--- src/rtl/riscv_pkg.sv ---
// Shared RISC-V definitions: word width, opcodes, NOP encoding, loader state encoding.
package riscv_pkg;
    localparam int XLEN = 32;

    localparam logic [6:0] OPC_OP_IMM = 7'b0010011;
    localparam logic [6:0] OPC_LUI    = 7'b0110111;
    localparam logic [6:0] OPC_JAL    = 7'b1101111;

    // addi x0, x0, 0
    localparam logic [XLEN-1:0] NOP_INSTR = 32'h0000_0013;

    typedef enum logic [1:0] {
        LD_LOAD = 2'd0,
        LD_RUN  = 2'd1,
        LD_ERR  = 2'd2
    } ld_state_e;
endpackage

--- src/rtl/byte_word_packer.sv ---
// Packs a little-endian byte stream into 32-bit words; lane counter wraps mod 4.
// Word strobe is combinational with the lane-3 byte; no backpressure of its own.
module byte_word_packer (
    input  logic        clk,
    input  logic        rst_n,
    input  logic        clr_i,
    input  logic        byte_vld_i,
    input  logic [7:0]  byte_dat_i,
    output logic        word_vld_o,
    output logic [31:0] word_dat_o
);
    logic [1:0]  lane_q, lane_d;
    logic [23:0] buf_q, buf_d;

    assign word_vld_o = byte_vld_i && (lane_q == 2'd3);
    assign word_dat_o = {byte_dat_i, buf_q};

    always_comb begin
        lane_d = lane_q;
        buf_d  = buf_q;
        if (clr_i) begin
            lane_d = 2'd0;
        end else if (byte_vld_i) begin
            lane_d = lane_q + 2'd1;
            case (lane_q)
                2'd0:    buf_d[7:0]   = byte_dat_i;
                2'd1:    buf_d[15:8]  = byte_dat_i;
                2'd2:    buf_d[23:16] = byte_dat_i;
                default: buf_d        = buf_q;
            endcase
        end
    end

    always_ff @(posedge clk or negedge rst_n) begin
        if (!rst_n) begin
            lane_q <= 2'd0;
            buf_q  <= '0;
        end else begin
            lane_q <= lane_d;
            buf_q  <= buf_d;
        end
    end
endmodule

--- src/rtl/instr_mem_loader.sv ---
// Loads a program byte stream into a word RAM, holds the core in reset until done,
// then answers instruction fetches one cycle after the request.
module instr_mem_loader
    import riscv_pkg::*;
#(
    parameter int               DEPTH  = 32,
    parameter int               ADDR_W = 5,
    parameter int               PC_W   = 8,
    parameter logic [XLEN-1:0]  NOP    = NOP_INSTR
) (
    input  logic              clk,
    input  logic              rst_n,
    input  logic              s_valid,
    output logic              s_ready,
    input  logic [7:0]        s_data,
    input  logic              s_last,
    input  logic              reload,
    input  logic              fetch_req,
    input  logic [PC_W-1:0]   fetch_addr,
    output logic              fetch_valid,
    output logic [XLEN-1:0]   fetch_instr,
    output logic              fetch_misalign,
    output logic              core_rst,
    output logic              load_done,
    output logic              load_err,
    output logic [ADDR_W:0]   word_count
);
    ld_state_e         state_q, state_d;
    logic              s_ready_q;
    logic              core_rst_q;
    logic [ADDR_W:0]   word_count_q, word_count_d;
    logic              fetch_valid_q, fetch_misalign_q, fetch_hit_q;
    logic [XLEN-1:0]   rd_dat_q;
    logic [XLEN-1:0]   mem [DEPTH];

    logic              byte_acc, mem_full, pk_byte_vld, pk_word_vld;
    logic [XLEN-1:0]   pk_word;
    logic              reload_take, fetch_take;
    logic [ADDR_W-1:0] fetch_idx;
    logic              fetch_aligned, fetch_in_range, fetch_hit;

    assign byte_acc    = s_valid && s_ready_q;
    assign mem_full    = (word_count_q == (ADDR_W+1)'(DEPTH));
    assign pk_byte_vld = byte_acc && !mem_full;
    assign reload_take = reload && (state_q != LD_LOAD);
    assign fetch_take  = fetch_req && (state_q == LD_RUN) && !reload;

    byte_word_packer u_packer (
        .clk        (clk),
        .rst_n      (rst_n),
        .clr_i      (reload_take),
        .byte_vld_i (pk_byte_vld),
        .byte_dat_i (s_data),
        .word_vld_o (pk_word_vld),
        .word_dat_o (pk_word)
    );

    always_comb begin
        state_d      = state_q;
        word_count_d = word_count_q;
        case (state_q)
            LD_LOAD: begin
                if (byte_acc) begin
                    if (mem_full) begin
                        state_d = LD_ERR;
                    end else begin
                        if (pk_word_vld) word_count_d = word_count_q + 1'b1;
                        // s_last must land on lane 3, otherwise the partial word is an error
                        if (s_last) state_d = pk_word_vld ? LD_RUN : LD_ERR;
                    end
                end
            end
            LD_RUN, LD_ERR: begin
                if (reload) begin
                    state_d      = LD_LOAD;
                    word_count_d = '0;
                end
            end
            default: state_d = LD_LOAD;
        endcase
    end

    always_ff @(posedge clk or negedge rst_n) begin
        if (!rst_n) begin
            state_q          <= LD_LOAD;
            s_ready_q        <= 1'b0;
            core_rst_q       <= 1'b1;
            word_count_q     <= '0;
            fetch_valid_q    <= 1'b0;
            fetch_misalign_q <= 1'b0;
            fetch_hit_q      <= 1'b0;
        end else begin
            state_q          <= state_d;
            s_ready_q        <= (state_d == LD_LOAD);
            core_rst_q       <= (state_q != LD_RUN) || reload_take;
            word_count_q     <= word_count_d;
            fetch_valid_q    <= fetch_take;
            fetch_misalign_q <= fetch_take && !fetch_aligned;
            fetch_hit_q      <= fetch_take && fetch_hit;
        end
    end

    assign fetch_idx      = fetch_addr[ADDR_W+1:2];
    assign fetch_aligned  = (fetch_addr[1:0] == 2'b00);
    assign fetch_in_range = (fetch_addr[PC_W-1:ADDR_W+2] == '0);
    // word_count gating hides stale RAM contents from earlier loads
    assign fetch_hit      = fetch_aligned && fetch_in_range && ({1'b0, fetch_idx} < word_count_q);

    always_ff @(posedge clk) begin
        if (pk_word_vld) mem[word_count_q[ADDR_W-1:0]] <= pk_word;
        rd_dat_q <= mem[fetch_idx];
    end

    assign s_ready        = s_ready_q;
    assign core_rst       = core_rst_q;
    assign load_done      = (state_q == LD_RUN);
    assign load_err       = (state_q == LD_ERR);
    assign word_count     = word_count_q;
    assign fetch_valid    = fetch_valid_q;
    assign fetch_misalign = fetch_misalign_q;
    assign fetch_instr    = !fetch_valid_q ? '0 : (fetch_hit_q ? rd_dat_q : NOP);
endmodule
--- config.mk ---
export PLATFORM = sky130hd
export DESIGN_NAME = instr_mem_loader
export DESIGN_NICKNAME = d
export VERILOG_FILES = /design/src/rtl/riscv_pkg.sv /design/src/rtl/byte_word_packer.sv /design/src/rtl/instr_mem_loader.sv
export SDC_FILE = /design/constraint.sdc
export NUM_CORES = 1
export LEC_CHECK = 0
export ABC_AREA = 1
export CORE_UTILIZATION = 45
export CTS_CLUSTER_SIZE = 16
export DETAILED_ROUTE_END_ITERATION = 10
export HOLD_SLACK_MARGIN = 0.05
export MAX_ROUTING_LAYER = met4
export SYNTH_ARGS = -nofsm -noshare
export SYNTH_HDL_FRONTEND = slang
export SYNTH_SLANG_ARGS = --single-unit
--- constraint.sdc ---
create_clock -name clk -period 2.9 [get_ports clk]
set_input_delay 0.725 -clock clk [delete_from_list [all_inputs] [get_ports clk]]
set_output_delay 0.725 -clock clk [all_outputs]
set_load 0.01 [all_outputs]
==> implementation parameters <==
Parameter                              Value

Status
  Outcome ... finished clean

Worst setup path
  Endpoint arrival time on the critical path ... 2.04 ns
  Required time at the worst-slack endpoint ... 2.17 ns
  Startpoint Class ... flop
  Maximum net fanout on the critical path ... 7
  Type of the worst setup path ... reg -> out
  Crit. End Element ... output pin

Clocking
  Clock Root Buffer ... clkbuf_16
  H-Tree Level Count ... 3
  Clock sinks ... 1095
  TritonCTS clock tree ... yes
  Total of hold buffers inserted after clock tree synthesis ... 0
  Max Root-Sink Buffers ... 3
  Clock network latency to the later pin of the worst-skew pair ... 0.67 ns
  Worst-path clk slew ... 0.06 ns
  Number of buffers inserted during clock tree synthesis ... 111

Die
  Overall die width ... 316 um
  Top-Level Pins ... 66
  Die ar. ... 99900 um2
  Effective utilization at floorplan ... 45.7%
  Overall die height ... 316 um
  FP Rows ... 114
  Area of the placeable core ... around 97000 um2

Timing
  Unrepaired setup endpoints after global routing ... no
  Transition time at the pin with the least slew margin ... 1.01 ns
  Final setup TNS ... 0 ns
  Highest clock rate ... around 0.36 GHz
  Post-layout min period ... ~2.8 ns
  Number of hold-slack violations in the final timing report ... 0
  Number of slew-limit violations in the final report ... 0
  Relative max-transition margin ... 32.8%
  Endpoints failing setup ... 0
  Worst setup skew after layout ... between 0.01 and 0.015 ns
  Ratio of final minimum period to clock period ... 95.3%

Global routing
  Pin count of the biggest net entering global routing ... 87
  All-layer global routing usage ... between 20% and 30%
  Remaining global-route overflow ... 0
  First-pass GRT wire length ... 176000 um
  Initial antenna violation count ... 9
  Via count of the first global-routing pass ... 27600

Synth
  Share of synthesized area occupied by flip-flops and latches ... about 73%
  Net count after synthesis ... 3812
  Primary FF master, synth ... edfxtp_1
  Count of synthesis-stage warnings from yosys ... 0
  Post-synth ARST share ... 3.56%
  Mean instance size in the synthesized netlist ... around 12 um2
  Number of different library cells in the post-synthesis netlist ... 30
  Number of flops mapped to enable cells by yosys ... just over 1000
  Synthesized cell area ... 44400 um2
  Post-Synthesis Cells ... 3774
  Synthesized flop and latch total ... between 1000 and 1500

Pwr
  Worst IR drop on VDD ... 864 uV
  Static leakage ... 19.0 nW
  Pwr/cell area ... 732 nW/um2

Detailed routing
  Total iterations of the first detailed-routing run ... 5
  Ratio of routed vias to standard cells ... about 5.4
  Total Routed Length ... 119000 um
  Detailed-route via count ... between 20000 and 30000
  Routed length per placed instance ... 22.4 um
  DR DRC count ... 0
  Iter 0 DRT Violations ... 2756
  Post-detailed-route count of antenna-violating nets ... 0

Final layout
  Share of post-route cells with drive strength above 1 ... 10.3%
  Post-layout util ... 53.0%
  Layout-stage area growth over the synthesis result ... 16.0%
  Number of nets in the layout ... about 4000
  Number of fill cells in the layout ... 8230

Placed design
  HPWL after detailed placement ... 72900 um
  Port buffer count ... 65
  Global placer's final weighted congestion ... ~0.85

Run
  Max-cap violations ... 0

Hold path
  HP Class ... in -> async
==> layout by cell type, fill, tap and decap left out, drive strengths merged <==
cell	netlist	routed
nand3	851	851
clkinvlp	0	2
edfxtp	1024	1024
buf	190	204
clkbuf	36	140
dfrtp	38	38
ha	16	16
dfstp	1	1
o21ai	35	35
dfxtp	32	32
diode	0	3
clkinv	0	55
o31ai	2	2
o211ai	1	1
inv	68	71
nor4	1	1
o2111ai	1	1
a21oi	10	10
and2	32	32
nand4	2	2
nor2	68	68
nand2	1366	1366
clkdlybuf4s50	0	59
bufinv	0	8
==> timing repair <==
| action | in CTS | in global routing |
|---|---|---|
| gates resized for setup | 1 | 0 |
| setup endpoints to repair | 28 | 0 |
| setup buffers | 1 | 0 |
==> Yosys cell counts, types with 29 or more instances <==
cell type / n / area, um2
nand2_1: 1364 / 5120
edfxtp_1: 1024 / 30700
nand3_1: 849 / 4250
buf_2: 109 / 546
nor2_1: 64 / 240
inv_1: 63 / 236
buf_6: 48 / 541
dfrtp_1: 38 / 951
clkbuf_1: 34 / 128
and2_1: 32 / 200
dfxtp_1: 32 / 641
o21ai_0: 29 / 145
==> per-stage QoR <==
stage                     hold WS, ns  setup slack [ns]  instances  power [mW]  instance area, um2
after detailed placement        0.489             0.188       5086        24.2               48000
after global routing            0.186            0.0341       5297        38.8               51500
final                           0.142             0.135       5298        37.7               51500
after CTS                       0.129            0.0699       5295        37.8               51500
after global placement          0.483             0.165       5086        24.1               48000
after floorplan                 0.429            -0.323       3774        21.8               44400
==> per-layer routing <==
metal	vias to the layer above	GRT usage, %	wire [um]
met5	-	-	0
met4	0	6.63	2630
met3	162	4.00	9510
met2	1068	37.0	53900
met1	14100	34.8	52500
li1	13500	-	-
==> registers in the layout, summed over array words and instances (netlist names) <==
| signal | cells |
|---|---|
| word_count | 6 |
| u_packer.lane_q | 2 |
| core_rst | 1 |
| rd_dat_q | 32 |
| state_q | 2 |
| s_ready | 1 |
| u_packer.buf_q | 24 |
| fetch_valid | 1 |
| fetch_misalign | 1 |
| mem | 1024 |
| fetch_hit_q | 1 |
==> where the power goes <==
group | total (mW) | leakage [nW] | switching, mW | internal (mW)
combinational | 3.89 | 7.23 | 2.93 | 0.958
clock | 13.8 | 1.72 | 5.85 | 7.93
sequential | 20.0 | 10.0 | 1.01 | 19.0
total | 37.7 | 19.0 | 9.79 | 27.9
==> final timing paths <==
check / startpoint / end / slack [ns] / depth (start not counted)
min in group clk: u_packer.buf_q[14] / u_packer.buf_q[14] / 0.50 / 2
min: rst_n / word_count[4] / 0.14 / 1
max in group asynchronous: rst_n / fetch_hit_q / 2.07 / 2
max reg2reg: word_count[0] / mem[30][28] / 0.42 / 13
min reg2reg: u_packer.buf_q[14] / u_packer.buf_q[14] / 0.50 / 2
max: fetch_hit_q / fetch_instr[24] / 0.14 / 4
==> critical path, stage by stage, from the launching register on <==
cell	delay, ns
dfrtp_1	0.43
nand2_4	0.09
buf_12	0.16
nor2_1	0.09
clkdlybuf4s50_1	0.59
==> final cells by class <==
cell class                      instances  area [um2]  area share [%]
Inverter                               68         285           0.554
Antenna cell                            3        7.51          0.0146
Timing Repair Buffer                  263        3140            6.09
Tap cell                             1276        1600            3.10
Clock inverter                         68         523            1.02
Clock buffer                          140        2970            5.77
Multi-Input combinational cell       2385       10600            20.6
Sequential cell                      1095       32400            62.9
==> logic make-up (layout without fill, tap and decap cells) <==
group | count (synthesis) | after routing | share of synthesized area, %
flops | 1095 | 1095 | 72.9
buf+inv | 294 | 539 | 3.75
simple gates | 2320 | 2320 | 22.3
fa+ha+maj | 16 | 16 | 0.451
other cells | 0 | 3 | 0
compound gates | 49 | 49 | 0.578
Power figures use the tool's default switching activity.
